===== src/rtl/key_debounce_ctrl.sv =====
// key_debounce_ctrl: per-key synchroniser, tick-based debouncer and press/release/long-press pulse generator
module key_debounce_ctrl #(
    parameter int   N_KEYS      = 3,
    parameter int   CLK_FREQ_HZ = 50_000_000,
    parameter int   DEBOUNCE_MS = 20,
    parameter int   LONG_MS     = 1000,
    parameter logic PRESS_LEVEL = 1'b1
) (
    input  logic              clk,
    input  logic              sys_rst,
    input  logic [N_KEYS-1:0] button_in,
    output logic [N_KEYS-1:0] key_level,
    output logic [N_KEYS-1:0] key_press,
    output logic [N_KEYS-1:0] key_release,
    output logic [N_KEYS-1:0] key_long,
    output logic              any_press
);
    localparam int TICK_DIV = CLK_FREQ_HZ / 1000;
    localparam int PW       = $clog2(TICK_DIV);
    localparam int DW       = $clog2(DEBOUNCE_MS + 1);
    localparam int HW       = $clog2(LONG_MS + 1);

    typedef enum logic [1:0] {REL, REL_CHK, PRS, PRS_CHK} state_t;

    logic [N_KEYS-1:0] sync1_q, sync2_q;
    logic [PW-1:0]     pre_q;
    logic              tick;

    assign tick      = pre_q == PW'(TICK_DIV - 1);
    assign any_press = |key_press;

    // two-flop synchroniser, stored normalised so that 1 means pressed
    always_ff @(posedge clk) begin
        if (sys_rst) begin
            sync1_q <= '0;
            sync2_q <= '0;
        end else begin
            sync1_q <= ~(button_in ^ {N_KEYS{PRESS_LEVEL}});
            sync2_q <= sync1_q;
        end
    end

    // shared 1 ms prescaler, wraps at TICK_DIV-1
    always_ff @(posedge clk) begin
        if (sys_rst) pre_q <= '0;
        else         pre_q <= tick ? '0 : pre_q + 1'b1;
    end

    for (genvar k = 0; k < N_KEYS; k++) begin : g_key
        state_t        state_q, state_d;
        logic [DW-1:0] dcnt_q, dcnt_d, dinc;
        logic [HW-1:0] hcnt_q, hcnt_d;
        logic          press_q, press_d, release_q, release_d, long_q, long_d;
        logic          s, held;

        assign s    = sync2_q[k];
        assign held = state_q == PRS || state_q == PRS_CHK;
        assign dinc = dcnt_q + 1'b1;

        assign key_level[k]   = held;
        assign key_press[k]   = press_q;
        assign key_release[k] = release_q;
        assign key_long[k]    = long_q;

        // debounce FSM: a change is accepted after DEBOUNCE_MS ticks of uninterrupted difference
        always_comb begin
            state_d   = state_q;
            dcnt_d    = dcnt_q;
            hcnt_d    = hcnt_q;
            press_d   = 1'b0;
            release_d = 1'b0;
            long_d    = 1'b0;
            if (tick && held && hcnt_q != HW'(LONG_MS)) begin
                hcnt_d = hcnt_q + 1'b1;
                long_d = hcnt_q == HW'(LONG_MS - 1);
            end
            case (state_q)
                REL: begin
                    if (s) begin
                        state_d = REL_CHK;
                        dcnt_d  = '0;
                    end
                end
                REL_CHK: begin
                    if (!s) begin
                        state_d = REL;
                        dcnt_d  = '0;
                    end else if (tick) begin
                        dcnt_d = dinc;
                        if (dinc == DW'(DEBOUNCE_MS)) begin
                            state_d = PRS;
                            dcnt_d  = '0;
                            hcnt_d  = '0;
                            press_d = 1'b1;
                        end
                    end
                end
                PRS: begin
                    if (!s) begin
                        state_d = PRS_CHK;
                        dcnt_d  = '0;
                    end
                end
                default: begin
                    if (s) begin
                        state_d = PRS;
                        dcnt_d  = '0;
                    end else if (tick) begin
                        dcnt_d = dinc;
                        if (dinc == DW'(DEBOUNCE_MS)) begin
                            state_d   = REL;
                            dcnt_d    = '0;
                            hcnt_d    = '0;
                            release_d = 1'b1;
                        end
                    end
                end
            endcase
        end

        // per-key state, counters and registered event pulses
        always_ff @(posedge clk) begin
            if (sys_rst) begin
                state_q   <= REL;
                dcnt_q    <= '0;
                hcnt_q    <= '0;
                press_q   <= 1'b0;
                release_q <= 1'b0;
                long_q    <= 1'b0;
            end else begin
                state_q   <= state_d;
                dcnt_q    <= dcnt_d;
                hcnt_q    <= hcnt_d;
                press_q   <= press_d;
                release_q <= release_d;
                long_q    <= long_d;
            end
        end
    end
endmodule


===== config.mk =====
export PLATFORM = sky130hd
export DESIGN_NAME = key_debounce_ctrl
export DESIGN_NICKNAME = d
export VERILOG_FILES = /design/src/rtl/key_debounce_ctrl.sv
export SDC_FILE = /design/constraint.sdc
export NUM_CORES = 1
export LEC_CHECK = 0
export BUFFER_PORTS_ARGS = -buffer_cell sky130_fd_sc_hd__buf_2
export CAP_MARGIN = 10
export CORE_MARGIN = 2
export CORE_UTILIZATION = 44
export DETAILED_ROUTE_END_ITERATION = 12
export GPL_ROUTABILITY_DRIVEN = 0
export REMOVE_ABC_BUFFERS = 1
export SLEW_MARGIN = 10
export SYNTH_ARGS = -nofsm -noshare
export SYNTH_HDL_FRONTEND = slang
export SYNTH_SLANG_ARGS = --single-unit

===== constraint.sdc =====
create_clock -name clk -period 4.5 [get_ports clk]
set_input_delay 0.675 -clock clk [delete_from_list [all_inputs] [get_ports clk]]
set_output_delay 0.675 -clock clk [all_outputs]
set_load 0.01 [all_outputs]

==> flow_summary_export.csv <==
group,metric,value,unit
run_status,run_status,"finished clean",
clock_network,htree_num_levels,3,
die,num_rows,36,
worst_hold_path,min-delay-start,"sync1_q[0]",
synth,ys_ff_latch,82,
routing,vias,3421,
worst_hold_path,hold_class,"reg -> reg",
cells_and_area,antennaDiodeCount,0,
global_route,grt_max_degree,34,
timing,timing.final.ws_setup,1.882,ns
power_and_ir_drop,pwr-share-comb,0.026,
cells_and_area,layout.nets,532,
power_and_ir_drop,p_seq_frac,0.524,
worst_hold_path,holdPathEnd,"sync2_q[0]",
synth,syn-cell-area,4297,um2
cells_and_area,syn_to_final_growth,7.484,%
critical_path,critical_path_class,"reg -> reg",
routing,viasPerCell,5.320,
clock_network,cts_hold_buf,0,
synth,yosysSeqAreaShare,0.3821,
power_and_ir_drop,switching_share,0.2101,
global_route,grtUsageTotal,0.1695,
clock_network,root_buffer,"clkbuf_8",
critical_path,worst_ep_arrival_time,2.91,ns
critical_path,rr_startpoint,"pre_q[0]",
timing,final-max-slew-violation-count,0,
routing,drc,0,
critical_path,worst_setup_path_end_kind,"flip-flop",
timing,finalCritPeriodShare,0.5818,
placed_design,place_hpwl,5839,um
die,die_x,102.8,um
routing,wl_per_cell,13.17,um
timing,finalCriticalPeriod,2.618,ns
timing,slew-limit-headroom,0.2940,
power_and_ir_drop,p_int,0.001111,W
synth,yosys.area.top_type_share,0.3821,
clock_network,clkTransAtPathRegs,0.08,ns
clock_network,cts_buffer_depth,2,
timing,rsz0062_at_grt,"false",
global_route,antenna_found_initial,0,
placed_design,io_buffers,17,
synth,synth_area_per_cell,8.508,um2
power_and_ir_drop,clkPwrFrac,0.450,
clock_network,post_cts_buffers,0,
routing,detail_route.iter0.violations,104,
synth,yosysTopAreaCell,"dfxtp_1",
clock_network,ctsResizeCount,0,
clock_network,cts_sinks,82,
placed_design,pre_cts_ws,1.916,ns
global_route,grt_pass1_vias,3205,
synth,synth_cells,505,
critical_path,start_kind,"flip-flop",
synth,synth_top_cells_by_area,"dfxtp_1 (38%), ha_1 (6.4%), xnor2_1 (5.7%)",
clock_network,clk_latency,0.36,ns
cells_and_area,fillers,941,
routing,wirelength,8467,um
critical_path,crit_required,4.79,ns
worst_hold_path,whs_path_depth,1,
power_and_ir_drop,ir_drop,0.1568,mV
clock_network,cts_tree,"built",
synth,synth_ff_type,"dfxtp_1",
cells_and_area,seqCellArea,1642,um2
routing,dr.pass1.iters,4,
critical_path,r2r.worst_path.cells,6,
cells_and_area,multi_input_area,2382,um2
critical_path,critPathMaxFanout,10,
power_and_ir_drop,p_sw,0.0002955,W
synth,async_flop_share,0,
die,core,9639,um2
timing,worstMarginPinSlew,1.045,ns
clock_network,cts-buffers-inserted,9,
timing,finalSetupViolCount,0,
timing,tns,0,ns
synth,ys_types,53,
timing,fmax,382.0,MHz
timing,skew,0.009319,ns
die,ios,18,
global_route,grt_pass1_wl,14400,um
run,maxCapViolCount,0,
routing,antenna_left,0,
power_and_ir_drop,p_leak,1.554,nW
global_route,grt_overflow,0,
power_and_ir_drop,powerDensity,304.6,nW/um2
critical_path,crit_start,"pre_q[0]",
synth,ys_warn_count,0,
critical_path,r2r_end,"g_key[0].state_q[0]",
cells_and_area,drive_above_1_share,0.1000,
die,die_area,10570,um2
timing,finalHoldViolations,0,
die,initial_core_util,0.4457,
die,die_y,102.8,um
synth,synth_edf_count,0,
critical_path,regToRegSetupSlack,1.88,ns
-- routing by layer --
metal  vias up  global-route usage  wire length, um
met2        50              0.2805             3828
met1      1594              0.2142             4192
met3        15             0.03254              256
met4         0             0.07794              189
li1       1762                   -                -
met5         -                   0                0
-- area by class of cell --
type                       count  share of cell area
clock inverter                 5             0.02222
sequential                    82              0.3555
timing repair buffer          18             0.02005
inverter                      27             0.02195
clock buffer                  11             0.02845
multi-input combinational    367              0.5158
tap                          133             0.03603
-- kinds of logic (layout without fill, tap and decap cells) --
group                      after synthesis  after routing  share of synthesized area
xor gates and xnor gates                38             38                    0.07746
and+or+nand+nor                        224            224                     0.2854
adders and majority gates               22             22                    0.06406
DFF                                     82             82                     0.3821
AOI/OAI and AO/OA                       75             75                     0.1080
muxes                                    8              8                    0.01951
buffers and inverters                   56             61                    0.06348
-- stage by stage --
step	instance area, um2	cells	hold slack, ns	utilization	power [W]
2_1_floorplan	4125	476	0.4138	-	0.0007770
3_3_place_gp	4384	627	0.4200	0.4548	0.0007900
3_5_place_dp	4384	627	0.4274	0.4548	0.0007911
4_1_cts	4618	643	0.4490	0.4791	0.001425
5_1_grt	4618	643	0.4757	0.4791	0.001453
6_report	4618	643	0.4472	0.4791	0.001407
-- power groups by stage --
stage	logic (W)	clock network, W	registers (W)
floorplan	0.0000241	0	0.000753
global placement	0.0000359	0	0.000754
detailed placement	0.0000367	0	0.000754
CTS	0.0000368	0.000651	0.000737
global route	0.0000404	0.000674	0.000739
finish	0.0000361	0.000633	0.000737
-- cell usage after synthesis, types with 3 or more instances --
master / n
nand3b_1: 5
nand3_1: 25
nand4_1: 13
mux2_2: 3
inv_1: 27
mux2i_1: 5
xnor2_1: 28
or3_1: 9
o21ai_0: 20
nor2b_1: 7
o21a_1: 5
nor2_1: 65
buf_4: 12
or2_2: 5
ha_1: 22
and3_1: 5
clkbuf_1: 13
a211oi_1: 3
and2_1: 3
nor4_4: 3
xor2_1: 10
or4_1: 3
dfxtp_1: 82
nor4_1: 11
a21oi_1: 25
nand2b_1: 7
nand2_1: 24
nor3_1: 25
-- placed cells by master, fill, tap and decap left out, types with 5 or more instances in the layout --
master    synthesis  layout
a21oi_1          25      25
and3_1            5       5
buf_2             2      17
clkbuf_8          0       9
dfxtp_1          82      82
ha_1             22      22
inv_1            27      27
mux2i_1           5       5
nand2_1          24      24
nand2b_1          7       7
nand3_1          25      25
nand3b_1          5       5
nand4_1          13      13
nor2_1           65      65
nor2b_1           7       7
nor3_1           25      25
nor4_1           11      11
o21a_1            5       5
o21ai_0          20      20
or2_2             5       5
or3_1             9       9
xnor2_1          28      28
xor2_1           10      10
-- sequential cells by signal, indices dropped and copies added, names as in the netlist, named ones only --
register / cells
g_key.dcnt_q: 15
g_key.hcnt_q: 30
g_key.long_q: 3
g_key.press_q: 3
g_key.release_q: 3
g_key.state_q: 3
pre_q: 16
sync1_q: 3
sync2_q: 3
-- worst max path at each step --
stage                          endpoint  slack [ns]  depth (start not counted)
floorplan            g_key[0].hcnt_q[1]        2.21                          6
global placement     g_key[0].release_q        1.99                          6
detailed placement   g_key[1].hcnt_q[8]        1.92                          6
CTS                  g_key[0].release_q        1.89                          6
global route        g_key[0].state_q[0]        1.61                          6
finish              g_key[0].state_q[0]        1.88                          6
-- worst max-delay path, stage by stage, from the launching register on --
cell and delay [ns]:
dfxtp_1 0.38, ha_1 0.22, nand4bb_1 0.24, nor4_2 0.95, a21oi_1 0.25, or3_1 0.39, a21oi_1 0.12
Power figures use the tool's default switching activity.
